===== config.mk =====
export PLATFORM = sky130hd
export DESIGN_NAME = booth_mult16
export DESIGN_NICKNAME = d
export VERILOG_FILES = /design/src/rtl/booth_mult16_pkg.sv /design/src/rtl/booth_mult16_rc_adder.sv /design/src/rtl/booth_mult16.sv
export SDC_FILE = /design/constraint.sdc
export NUM_CORES = 1
export LEC_CHECK = 0
export BUFFER_PORTS_ARGS = -buffer_cell sky130_fd_sc_hd__buf_2
export CAP_MARGIN = 10
export CORE_AREA = 4 4 110 112
export CTS_CLUSTER_DIAMETER = 200
export CTS_CLUSTER_SIZE = 14
export DETAILED_ROUTE_END_ITERATION = 8
export DIE_AREA = 0 0 114 116
export PLACE_DENSITY_LB_ADDON = 0.08
export SYNTH_ARGS = -nofsm -noshare
export SYNTH_HDL_FRONTEND = slang
export SYNTH_SLANG_ARGS = --single-unit

===== constraint.sdc =====
create_clock -name clk -period 30.5 [get_ports clk]
set_clock_uncertainty 0.15 [all_clocks]
set_input_delay 3.05 -clock clk [delete_from_list [all_inputs] [get_ports clk]]
set_output_delay 3.05 -clock clk [all_outputs]
set_load 0.02 [all_outputs]

===== src/rtl/booth_mult16_pkg.sv =====
// mult_pkg: shared types and constants for the Booth multiplier datapath.
package mult_pkg;
  localparam int N = 16;
  localparam int PW = 32;
  localparam int ITER = 16;
  typedef enum logic [1:0] {IDLE, RUN, DONE} state_e;
  typedef enum logic [1:0] {ADD, SUB, HOLD} sel_e;
  function automatic sel_e booth_sel(input logic [1:0] pair);
    return pair == 2'b01 ? ADD : pair == 2'b10 ? SUB : HOLD;
  endfunction
endpackage


===== src/rtl/booth_mult16_rc_adder.sv =====
// rc_adder: W-bit ripple-carry adder with carry-in and carry-out.
module rc_adder
  import mult_pkg::*;
#(
  parameter int W = PW
) (
  input  logic [W-1:0] inA,
  input  logic [W-1:0] inB,
  input  logic         Cin,
  output logic [W-1:0] add,
  output logic         Co
);
  logic [W:0] c;
  assign c[0] = Cin;
  assign Co = c[W];
  for (genvar i = 0; i < W; i++) begin : g_fa
    assign add[i] = inA[i] ^ inB[i] ^ c[i];
    assign c[i+1] = (inA[i] & inB[i]) | (c[i] & (inA[i] ^ inB[i]));
  end
endmodule


===== src/rtl/booth_mult16.sv =====
// booth_mult16: sequential radix-2 Booth signed 16x16 multiplier, one step per clock through rc_adder.
module booth_mult16
  import mult_pkg::*;
#(
  parameter int N = 16
) (
  input  logic                  clk,
  input  logic                  rst,
  input  logic                  start,
  input  logic signed [N-1:0]   inA,
  input  logic signed [N-1:0]   inB,
  output logic                  busy,
  output logic                  done,
  output logic signed [PW-1:0]  mul
);
  localparam int CW = $clog2(ITER);
  state_e state_q, state_d;
  logic [PW-1:0] mcand_q, mcand_d, prod_q, prod_d, mul_q, mul_d, add_b, sum;
  logic [N-1:0] mplr_q, mplr_d;
  logic q1_q, q1_d, add_cin, accept, run, last, unused_co;
  logic [CW-1:0] cnt_q, cnt_d;
  sel_e sel;
  rc_adder #(.W(PW)) u_add (
    .inA(prod_q),
    .inB(add_b),
    .Cin(add_cin),
    .add(sum),
    .Co(unused_co)
  );
  always_comb begin
    sel = booth_sel({mplr_q[0], q1_q});
    add_b = sel == ADD ? mcand_q : sel == SUB ? ~mcand_q : '0;
    add_cin = sel == SUB;
    run = state_q == RUN;
    accept = start && !run;
    last = run && cnt_q == CW'(ITER - 1);
    state_d = accept ? RUN : last ? DONE : run ? RUN : IDLE;
    mcand_d = accept ? {{(PW-N){inA[N-1]}}, inA} : run ? mcand_q << 1 : mcand_q;
    {mplr_d, q1_d} = accept ? {inB, 1'b0} : run ? {mplr_q[N-1], mplr_q} : {mplr_q, q1_q};
    prod_d = accept ? '0 : run ? sum : prod_q;
    cnt_d = accept ? '0 : run ? cnt_q + CW'(1) : cnt_q;
    mul_d = last ? sum : mul_q;
  end
  always_ff @(posedge clk) begin
    if (rst) begin
      state_q <= IDLE;
      mcand_q <= '0;
      mplr_q <= '0;
      q1_q <= 1'b0;
      prod_q <= '0;
      cnt_q <= '0;
      mul_q <= '0;
    end else begin
      state_q <= state_d;
      mcand_q <= mcand_d;
      mplr_q <= mplr_d;
      q1_q <= q1_d;
      prod_q <= prod_d;
      cnt_q <= cnt_d;
      mul_q <= mul_d;
    end
  end
  assign busy = state_q == RUN;
  assign done = state_q == DONE;
  assign mul = mul_q;
endmodule


==> metrics.md <==
| Metric | Value |
|---|---|
| Outcome | finished clean |
| DRT Pass-1 Iters | 4 |
| Detail Route Antenna Nets | 0 |
| Psw | 0.0995 mW |
| # hold bufs at CTS | 0 |
| Area of the mapped netlist | 5490 um2 |
| Detail Placement HPWL | 7790 um |
| Starting Density | 48.9% |
| R2R Setup Slk | 16.13 ns |
| Synth Area in Compound Gates | between 10% and 20% |
| Number of DRC markers in iteration 0 | 235 |
| Data arrival, critical path | between 10 and 15 ns |
| Sw frac | 24.5% |
| RSZ-0062 raised after global routing | false |
| Hold Path Class | reg2reg |
| Drt total wl | ~12000 um |
| Global Route Usage Sum | 19.4% |
| Antenna Cells | 0 |
| Gate Count Post-Synth | approximately 600 |
| Via count | ~4000 |
| Yosys warns | 0 |
| Area grow syn2layout | 16.2% |
| Hold WS | 0.295 ns |
| Post-synth cell types | 32 |
| Vias in the first global route | approximately 4000 |
| Setup Buffers After CTS | 0 |
| Die Wd | 114 um |
| Number of buffers created by CTS | 17 |
| Global-route wire length before repair | 20000 um |
| Worst r2r dst | prod_q[31] |
| Min-delay src | mul[13] |
| Input/output buffers | 68 |
| Fin nets | 708 |
| Crit-path max FO | 32 |
| Simple logic cell fraction of the synthesized area | 13.8% |
| R2R cell count | 41 |
| Largest family of logic cells by synthesized area | compound AO/OA/AOI/OAI gates |
| Root buffer cell | clkbuf_16 |
| Placed Instances | ~770 |
| Total of max-cap violations | 0 |
| Final setup TNS | 0 ns |
| Startpoint Class | flip-flop |
| Hold Path End | mul[13] |
| Initial antenna violation count | 0 |
| WP data required | around 30 ns |
| Via-to-Cell Ratio | 5.15 |
| Tmin final | 14.37 ns |
| Max-slew violation count | 0 |
| Most frequent cells in the layout | 119 x dfxtp_1, 107 x nor2_1, 68 x buf_2, 58 x a211oi_1, 46 x nand2_1 |
| Final Non-Filler Cells | 794 |
| Row count | 39 |
| Die Ht | 116 um |
| Final setup viols | 0 |
| Setup crit end kind | flip-flop |
| CP max stage cell | fa_1 |
| Mux cell area share after synthesis | 5.65% |
| Worst-path clk slew | 0.05 ns |
| Worst-Margin Slew | around 0.91 ns |
| Final period utilization | 47.1% |
| Crit-path most repeated cell | fa_1 |
| Share of cells above drive strength 1 | 19.2% |
| Overflow after GRT | 0 |
| Fmax | 0.0696 GHz |
| Int Pwr | 0.306 mW |
| Hold path depth | 2 |
| CP Launch Point | q1_q |
| Comb pwr share | 11.6% |
| CTS sink cnt | 119 |
| DRC viols | 0 |
| Post-Syn Nets | between 600 and 700 |
| Overall power | 0.405 mW |
| IO Pins | 69 |
| Later-pin clock latency in the skew report | 0.41 ns |
| Share of total power in the clock network | 46.3% |
| RR Startpoint | q1_q |
| Power Dens Cells | 63.6 nW/um2 |
| Leakage power | approximately 2.5 nW |
| Max incr delay on CP | 0.45 ns |
| Die Area | between 10000 and 15000 um2 |
| Post-Synth Adder-Cell Area | 11.5% |
| H-tree levels | 4 |
| CORE AREA | 11200 um2 |
| XOR/XNOR share of the synthesized area | 0.798% |
| DR WL/cell | approximately 15 um |
| Most common cell after layout, fill and taps aside | dfxtp_1 |
| CTS tree | built |
| Seq pwr share | 42.1% |
| Final hold viol count | 0 |
| Post-synthesis sequential area ratio | 43.4% |
| Placer Congestion | 0.817 |
| Maximum vdd drop | between 0.04 and 0.05 mV |
| Seq cells post-synth | 119 |
| Critical path class | reg2reg |
| Cts repair resizes | 0 |
| Largest net degree at the start of global routing | between 80 and 90 |
| Clock Path Buffers | 2 |
| Mapped Avg Cell Area | between 9 and 10 um2 |
| Max transition margin | between 30 and 40% |
flip-flops by register name (all words and copies together) (netlist names):
| register | flops |
|---|---|
| cnt_q | 4 |
| state_q | 2 |
| prod_q | 32 |
| mplr_q | 16 |
| mcand_q | 32 |
| q1_q | 1 |
| mul | 32 |
cell type report:
class,count,area (um2)
fill,1036,4840
multi-input combinational,395,2750
sequential,119,2380
clock buffer,26,519
timing repair buffer,73,378
tap,143,179
inverter,35,134
clock inverter,3,40.0
power by group through the flow:
stage               logic (mW)  registers [mW]  clock network [mW]
floorplan               0.0368           0.172                   0
global placement        0.0462           0.173                   0
detailed placement      0.0473           0.174                   0
CTS                     0.0477           0.171               0.191
global route            0.0540           0.172               0.198
finish                  0.0472           0.171               0.188
how the worst max path moves through the flow:
stage,endpoint,slack [ns],cells past startpoint
6_report,prod_q[31],16.13,41
5_1_grt,prod_q[31],15.55,41
4_1_cts,prod_q[31],16.04,41
3_5_place_dp,prod_q[31],16.15,40
3_3_place_gp,prod_q[31],16.33,41
2_1_floorplan,prod_q[31],16.64,41
worst max-delay path: cells and delay by family (launching register included):
family / cells / cell delay, ns
adders and majority gates: 31 / 12.34
DFF: 1 / 0.33
AOI/OAI and AO/OA: 2 / 0.26
and+or+nand+nor: 2 / 0.21
xor gates and xnor gates: 2 / 0.42
buffers and inverters: 4 / 0.48
synth_stat cells:
cell / instances / area share (%)
nor2b_1: 18 / 2.1
inv_1: 34 / 2.3
o21ai_1: 10 / 0.91
buf_4: 1 / 0.14
a21oi_1: 34 / 3.1
nand3_1: 1 / 0.091
inv_4: 1 / 0.11
mux2i_1: 31 / 5.7
nor3_1: 1 / 0.091
o21a_1: 1 / 0.14
xnor2_1: 2 / 0.32
a211oi_1: 58 / 7.9
a22o_1: 2 / 0.32
ha_1: 1 / 0.23
buf_2: 23 / 2.1
buf_1: 2 / 0.14
buf_6: 4 / 0.82
xor2_1: 3 / 0.48
o21ai_0: 2 / 0.18
nand2b_4: 1 / 0.25
or2_4: 1 / 0.16
nor2_1: 107 / 7.3
a311oi_1: 1 / 0.16
o21ai_2: 20 / 3.2
nand4_1: 2 / 0.23
o22ai_1: 17 / 1.9
nand2_1: 46 / 3.1
nand2b_1: 4 / 0.46
fa_1: 31 / 11
clkbuf_1: 15 / 1.0
dfxtp_1: 119 / 43
a41oi_2: 1 / 0.30
per-layer routing:
| layer | global-route usage [%] | part of all wire [%] | up-vias |
|---|---|---|---|
| met4 | 8.47 | 1.5 | 0 |
| met3 | 5.22 | 6.1 | 15 |
| met2 | 26.8 | 42 | 95 |
| li1 | - | - | 2092 |
| met5 | 0 | 0 | - |
| met1 | 28.3 | 50 | 1887 |
cells by family after synthesis:
kind of cell	after synthesis
DFF	119
muxes	31
and+or+nand+nor	181
buffers and inverters	80
xor gates and xnor gates	5
AOI/OAI and AO/OA	146
adders and majority gates	32
stage by stage:
stage | utilization (%) | area, um2 | worst slack, ns
global route | 56.8 | 6380 | 15.55
finish | 56.8 | 6380 | 16.13
CTS | 56.8 | 6380 | 16.04
floorplan | - | 5490 | 16.64
global placement | 51.9 | 5820 | 16.33
detailed placement | 51.9 | 5820 | 16.15
No activity file was read; power rests on OpenSTA's default activity.
